===== config.mk =====
export PLATFORM = sky130hd
export DESIGN_NAME = network_interface
export DESIGN_NICKNAME = d
export VERILOG_FILES = /design/src/rtl/nic_pkg.sv /design/src/rtl/nic_fifo.sv /design/src/rtl/network_interface.sv
export SDC_FILE = /design/constraint.sdc
export NUM_CORES = 1
export LEC_CHECK = 0
export BUFFER_PORTS_ARGS = -buffer_cell sky130_fd_sc_hd__buf_2
export CAP_MARGIN = 20
export CORE_ASPECT_RATIO = 0.5
export CORE_MARGIN = 4
export CORE_UTILIZATION = 45
export DETAILED_ROUTE_END_ITERATION = 7
export PLACE_DENSITY = 0.76
export SLEW_MARGIN = 10
export SYNTH_ARGS = -nofsm -noshare
export SYNTH_HDL_FRONTEND = slang
export SYNTH_SLANG_ARGS = --single-unit

===== constraint.sdc =====
create_clock -name clk -period 1.4 [get_ports clk]
set_clock_uncertainty 0.15 [all_clocks]
set_input_delay 0.14 -clock clk [delete_from_list [all_inputs] [get_ports clk]]
set_output_delay 0.14 -clock clk [all_outputs]
set_load 0.02 [all_outputs]

===== src/rtl/nic_pkg.sv =====
// Shared constants for the network interface: packet geometry and PE register map.
package nic_pkg;

    localparam int DATA_W = 64;
    localparam int VC_BIT = 63;

    localparam logic [1:0] ADDR_IN_DATA  = 2'b00;
    localparam logic [1:0] ADDR_IN_STAT  = 2'b01;
    localparam logic [1:0] ADDR_OUT_DATA = 2'b10;
    localparam logic [1:0] ADDR_OUT_STAT = 2'b11;

endpackage


===== src/rtl/nic_fifo.sv =====
// Small synchronous FIFO with occupancy count; pushes while full and pops while empty are ignored.
module nic_fifo #(
    parameter int DATA_W = 64,
    parameter int DEPTH  = 1
) (
    input  logic              clk,
    input  logic              rst_n,
    input  logic              push,
    input  logic              pop,
    input  logic [DATA_W-1:0] din,
    output logic [DATA_W-1:0] head,
    output logic              full,
    output logic              empty
);

    localparam int PW    = (DEPTH > 1) ? $clog2(DEPTH) : 1;
    localparam int CW    = $clog2(DEPTH + 1);
    localparam int SLOTS = 2 ** PW;
    localparam logic [PW-1:0] LAST = PW'(DEPTH - 1);

    logic [DATA_W-1:0] r_mem [SLOTS];
    logic [PW-1:0]     r_wr_ptr;
    logic [PW-1:0]     r_rd_ptr;
    logic [CW-1:0]     r_count;
    logic              w_push;
    logic              w_pop;

    assign full   = (r_count == CW'(DEPTH));
    assign empty  = (r_count == '0);
    assign w_push = push & ~full;
    assign w_pop  = pop & ~empty;
    assign head   = empty ? '0 : r_mem[r_rd_ptr];

    always_ff @(posedge clk or negedge rst_n) begin
        if (!rst_n) begin
            for (int i = 0; i < SLOTS; i++) r_mem[i] <= '0;
            r_wr_ptr <= '0;
            r_rd_ptr <= '0;
            r_count  <= '0;
        end else begin
            if (w_push) begin
                r_mem[r_wr_ptr] <= din;
                r_wr_ptr        <= (r_wr_ptr == LAST) ? '0 : r_wr_ptr + 1'b1;
            end
            if (w_pop)
                r_rd_ptr <= (r_rd_ptr == LAST) ? '0 : r_rd_ptr + 1'b1;
            case ({w_push, w_pop})
                2'b10:   r_count <= r_count + 1'b1;
                2'b01:   r_count <= r_count - 1'b1;
                default: r_count <= r_count;
            endcase
        end
    end

endmodule


===== src/rtl/network_interface.sv =====
// NIC between a PE and a router port: memory-mapped out/in packet buffers with polarity-gated injection.
module network_interface #(
    parameter int DATA_W = nic_pkg::DATA_W,
    parameter int VC_BIT = nic_pkg::VC_BIT,
    parameter int DEPTH  = 1
) (
    input  logic              clk,
    input  logic              reset,
    input  logic [1:0]        addr,
    input  logic [DATA_W-1:0] d_in,
    output logic [DATA_W-1:0] d_out,
    input  logic              nicEn,
    input  logic              nicWrEn,
    output logic              net_so,
    output logic [DATA_W-1:0] net_do,
    input  logic              net_ro,
    input  logic              net_si,
    input  logic [DATA_W-1:0] net_di,
    output logic              net_ri,
    input  logic              net_polarity
);
    import nic_pkg::*;

    logic [DATA_W-1:0] r_d_out;
    logic [DATA_W-1:0] w_out_head;
    logic [DATA_W-1:0] w_in_head;
    logic              w_out_full, w_out_empty;
    logic              w_in_full, w_in_empty;
    logic              w_pe_wr, w_pe_rd;
    logic              w_out_push, w_in_pop, w_in_push;

    assign w_pe_wr    = nicEn & nicWrEn;
    assign w_pe_rd    = nicEn & ~nicWrEn;
    assign w_out_push = w_pe_wr & (addr == ADDR_OUT_DATA);
    assign w_in_pop   = w_pe_rd & (addr == ADDR_IN_DATA);

    // Injection only depends on buffer state and router-side inputs, never on PE address/data.
    assign net_so    = ~w_out_empty & net_ro & (w_out_head[VC_BIT] == net_polarity);
    assign net_do    = w_out_head;
    assign net_ri    = ~w_in_full;
    assign w_in_push = net_si & net_ri;
    assign d_out     = r_d_out;

    nic_fifo #(.DATA_W(DATA_W), .DEPTH(DEPTH)) u_out_fifo (
        .clk   (clk),
        .rst_n (reset),
        .push  (w_out_push),
        .pop   (net_so),
        .din   (d_in),
        .head  (w_out_head),
        .full  (w_out_full),
        .empty (w_out_empty)
    );

    nic_fifo #(.DATA_W(DATA_W), .DEPTH(DEPTH)) u_in_fifo (
        .clk   (clk),
        .rst_n (reset),
        .push  (w_in_push),
        .pop   (w_in_pop),
        .din   (net_di),
        .head  (w_in_head),
        .full  (w_in_full),
        .empty (w_in_empty)
    );

    always_ff @(posedge clk or negedge reset) begin
        if (!reset) begin
            r_d_out <= '0;
        end else if (w_pe_rd) begin
            case (addr)
                ADDR_IN_DATA:  r_d_out <= w_in_empty ? '0 : w_in_head;
                ADDR_IN_STAT:  r_d_out <= {{(DATA_W-1){1'b0}}, w_in_full};
                ADDR_OUT_STAT: r_d_out <= {{(DATA_W-1){1'b0}}, w_out_full};
                default:       r_d_out <= '0;
            endcase
        end
    end

endmodule


# Word level (Yosys, flattened, before mapping)
# Cells that the tools add are included.
# classes
n_addsub	8
magnitude_cmp	6
n_eq_ne	8
mux	21
bitwise_logic	18
n_reduce_logical	5
# op_table
cell	count
64-bit 2-to-1 mux	10
128-bit bitwise mux	2
64-bit case mux with 3 select lines	1
64-bit demux with 1-bit select	2
1-bit AND	11
2-bit equality test, second input constant	4
2-bit >= comparator, second input constant	4
1-bit inverter with 2-bit output	4
1-bit adder, second input constant	6
2-bit by 1-bit equality test with 1-bit output, second input constant	3
2-bit by 1-bit less-than comparator with 1-bit output, second input constant	2
1-bit 2-to-1 mux	4
1-bit case mux with 2 select lines	2
2-bit nonzero test	2
1-bit inverter	3
1-bit logical AND	2
2-bit zero test	1
1-bit subtractor, second input constant	2
1-bit equality test	1
# totals
register_bits	326
inputBits	137
word_cells	77

# Depth between registers and ports, before layout
# logic_depth
word_depth	10
ltp_mapped	5

# Hierarchy
# A second synthesis with hierarchy kept.
# hier_totals
cells_unflattened	575
area_unflattened_um2	8568.2
# modules_own_cells
mod	instances	cells_per_inst	area_each_um2
nic_fifo	2	210	3066.7
network_interface	1	155	2434.8

# Worst setup path after synthesis
# Ideal clock, no wire load.
# synth_timing
kind	reg2reg
start	reg u_out_fifo.r_count, in the netlist u_out_fifo.full
end	reg u_out_fifo.r_mem[100] (netlist name)
setup_time_ns	0.125
arrival_time_ns	1.248
path_slack_ns	-0.123
stages_incl_launch_ff	5
n_path_buf	2
period_less_slack_ns	1.523
path_cell_list	dfrtp_1 nor3_2 buf_4 buf_6 mux2_2
# synth_via
elab_chain_cells	2
# synth_rtl
element	line	rtl
start: declaration	nic_fifo.sv:24	logic [CW-1:0] r_count;
start signal: assignment	nic_fifo.sv:48	2'b10: r_count <= r_count + 1'b1;
start signal: assignment	nic_fifo.sv:49	2'b01: r_count <= r_count - 1'b1;
start signal: assignment	nic_fifo.sv:50	default: r_count <= r_count;
1-bit inverter	-	
1-bit AND	nic_fifo.sv:30	assign w_push = push & ~full;
end signal: indexed assignment	nic_fifo.sv:42	r_mem[r_wr_ptr] <= din;
end: declaration	nic_fifo.sv:21	logic [DATA_W-1:0] r_mem [SLOTS];
# Every way passes these cells.
# A chain may end at the register's enable or synchronous reset.

# Worst setup path after layout
# layout_timing
start	reg u_out_fifo.r_count, in the netlist u_out_fifo.full
end	reg u_out_fifo.r_mem[92] (netlist name)
# Same word-level chain as after synthesis.

==> summary.md <==
| Metric | Value |
|---|---|
| Fillers | 802 |
| Post-synth cell types | 22 |
| Num CTS Buffers | 17 |
| Final HPWL DP | roughly 13000 um |
| # port buffers | 266 |
| Worst vdd ir | ~0.0011 V |
| Synthesized netlist cell count | 499 |
| Vias in the first global route | around 7000 |
| Final cell count without fillers | 1201 |
| Slew HR | 0.736 |
| Setup violations, final | 260 |
| WP data arrival | roughly 1.9 ns |
| Total Power | around 23 mW |
| Net Count, Synth | between 600 and 700 |
| Reg2reg setup slack | -0.38 ns |
| WP data required | roughly 1.6 ns |
| Post-synthesis sequential area ratio | 0.642 |
| DRC | 0 |
| Nets | between 1000 and 1500 |
| WS Path Type | reg2reg |
| Initial Utilization | 0.460 |
| Largest net degree at the start of global routing | 53 |
| CTS tree | yes |
| Final min period | about 1.8 ns |
| Vias | between 6000 and 7000 |
| Dpl cells | 986 |
| Area Growth Syn to Fin | 75.8% |
| Final Worst Setup Slack | -0.380 ns |
| Max-slew violation count | 0 |
| Critical path startpoint category | flip-flop |
| FF+latch area | about 4900 sq um |
| Maximum clock rate | ~560 MHz |
| Initial antenna violation count | 2 |
| Status | finished, violations left |
| Routed WL per cell | about 25 um |
| Gr usage total | 0.266 |
| Leak | 6.54 nW |
| 1st-iter DRT viols | ~350 |
| Placement Rows | 33 |
| Total gr overflow | 0 |
| Final hold violations | 0 |
| Reg clk slew, reported paths | roughly 0.080 ns |
| Period utilization | 1.27 |
| Clk buf depth | 2 |
| Vias per cell | around 5.4 |
| Slew @ Worst Pin | between 0.3 and 0.4 ns |
| Multi-input logic area | 3150 sq um |
| Clock sink count | 194 |
| Clock Latency Late Sink | between 0.4 and 0.5 ns |
| Failing checks | setup timing |
| First-pass GRT wire length | 39200 um |
| Hold Path Class | in2async |
| FF+latch count, synth | between 150 and 200 |
| Critical Path Sink Type | flip-flop |
| Placer Congestion | 0.774 |
| RSZ-0062 raised after global routing | yes |
| CTS Root Cell | clkbuf_16 |
| Finished Core Util | 0.809 |
| Average size of a mapped cell | roughly 15 sq um |
| CP Max Fanout | 7 |
| Final Cell Area | approximately 13000 sq um |
| Max cap viols | 0 |
| Htree depth | 4 |
| Post-route ant nets | 0 |
| Drt pass-1 iters | 5 |
| Syn Std Cell Area | about 7600 sq um |
| Routed WL | around 30000 um |
| Synthesis warning total | 0 |
| Cell Area, Placed | around 9400 sq um |
| Core area | roughly 16000 sq um |
| DIE WIDTH | around 190 um |
| Fraction of layout cells with a size suffix above 1 | 0.597 |
| Die footprint | 19100 sq um |
| IO Pins | 267 |
| Power density cells | approximately 1700 nW/um^2 |
| Die outline height | 99.7 um |
-- synth_stat cells (all sizes together) --
cell,number,area (sq um)
nor4,1,12.5
a221o,1,10.0
nor3,1,10.0
nand2b,2,12.5
and3,1,6.26
inv,1,3.75
a22o,63,552
nor2,2,7.51
nor3b,1,7.51
nand2,1,3.75
nor2b,1,6.26
xnor2,1,8.76
o21ba,1,10.0
and2,64,400
mux2i,1,10.0
dfrtp,194,4850
clkbuf,12,45.0
buf,23,163
mux2,128,1440
-- where the power goes --
| group | internal, mW | switching (mW) | leakage (nW) |
|---|---|---|---|
| clock network | 2.39 | 2.37 | 0.263 |
| logic | 5.52 | 3.63 | 3.86 |
| registers | 7.31 | 1.31 | 2.41 |
-- worst max-delay path, stage by stage, from the launching register on --
cell	delay, ns
dfrtp_2	0.46
buf_6	0.14
nor3_4	0.11
buf_6	0.20
buf_12	0.12
buf_8	0.12
mux2_2	0.35
-- cell usage in the layout (no fill, tap or decap), types with 2 or more instances in the layout --
cell type | synthesis | layout
buf_8 | 0 | 10
mux2_2 | 128 | 13
and2_4 | 0 | 64
buf_16 | 0 | 14
diode_2 | 0 | 3
dfrtp_2 | 0 | 2
clkinvlp_4 | 0 | 4
a22o_1 | 63 | 63
inv_8 | 0 | 3
mux2_4 | 0 | 115
buf_12 | 0 | 21
clkinv_4 | 0 | 4
dlygate4sd3_1 | 0 | 131
buf_4 | 7 | 14
dfrtp_1 | 194 | 192
clkbuf_8 | 0 | 2
clkbuf_16 | 0 | 23
buf_6 | 5 | 80
buf_2 | 10 | 199
-- routing by layer --
metal  global-route usage  wire, um
met1                0.309     11400
met2                0.483     15300
met3               0.0565      1820
met4                0.113      1310
met5                    0         0
-- final timing paths --
kind / end / cells past startpoint / startpoint
hold / removal: d_out[19] / 2 / reset
min in group clk: u_out_fifo.full / 4 / net_ro
setup / recovery: u_out_fifo.r_mem[92] / 6 / u_out_fifo.full
max in group asynchronous: u_out_fifo.r_mem[65] / 3 / reset
hold reg to reg: d_out[18] / 1 / u_in_fifo.r_mem[82]
setup reg to reg: u_out_fifo.r_mem[92] / 6 / u_out_fifo.full
-- per-stage QoR --
| stage | TNS (ns) | setup WS [ns] | hold slack [ns] |
|---|---|---|---|
| 2_1_floorplan | -4.54 | -0.0415 | -0.306 |
| 3_3_place_gp | -26.95 | -0.228 | -0.0420 |
| 3_5_place_dp | -31.42 | -0.242 | -0.0432 |
| 4_1_cts | -54.36 | -0.341 | 0.0537 |
| 5_1_grt | -67.95 | -0.408 | 0.0733 |
| 6_report | -60.16 | -0.380 | 0.0751 |
-- timing repair --
item                                    4_1_cts  5_1_grt
hold buffers                                131        0
setup buffers                                23        9
cloned                                       16        7
endpoints found under the setup margin      260      260
resized for setup                           262      115
hold endpoints to repair                    324        0
pin swaps                                     5        5
-- cell families after synthesis --
kind of cell	share of synthesized area
AO/OA/AOI/OAI	0.0756
AND/OR/NAND/NOR	0.0617
multiplexers	0.192
buffers and inverters	0.0280
XOR/XNOR	0.00116
flip-flops	0.642
-- final cells by class --
cell class	instances	area share
flip-flops and latches	194	0.365
repair buffers	476	0.333
multi-input cells	269	0.237
clock buffers	18	0.0330
well taps	227	0.0214
clock inverters	13	0.00932
diodes	3	0.000565
inverters	1	0.000470
-- registers in the layout, summed over array words and instances, names as in the netlist --
| register | count |
|---|---|
| d_out | 64 |
| u_in_fifo.r_mem | 64 |
| u_out_fifo.r_mem | 64 |
| u_in_fifo.full | 1 |
| u_out_fifo.full | 1 |
Power figures use the tool's default switching activity.
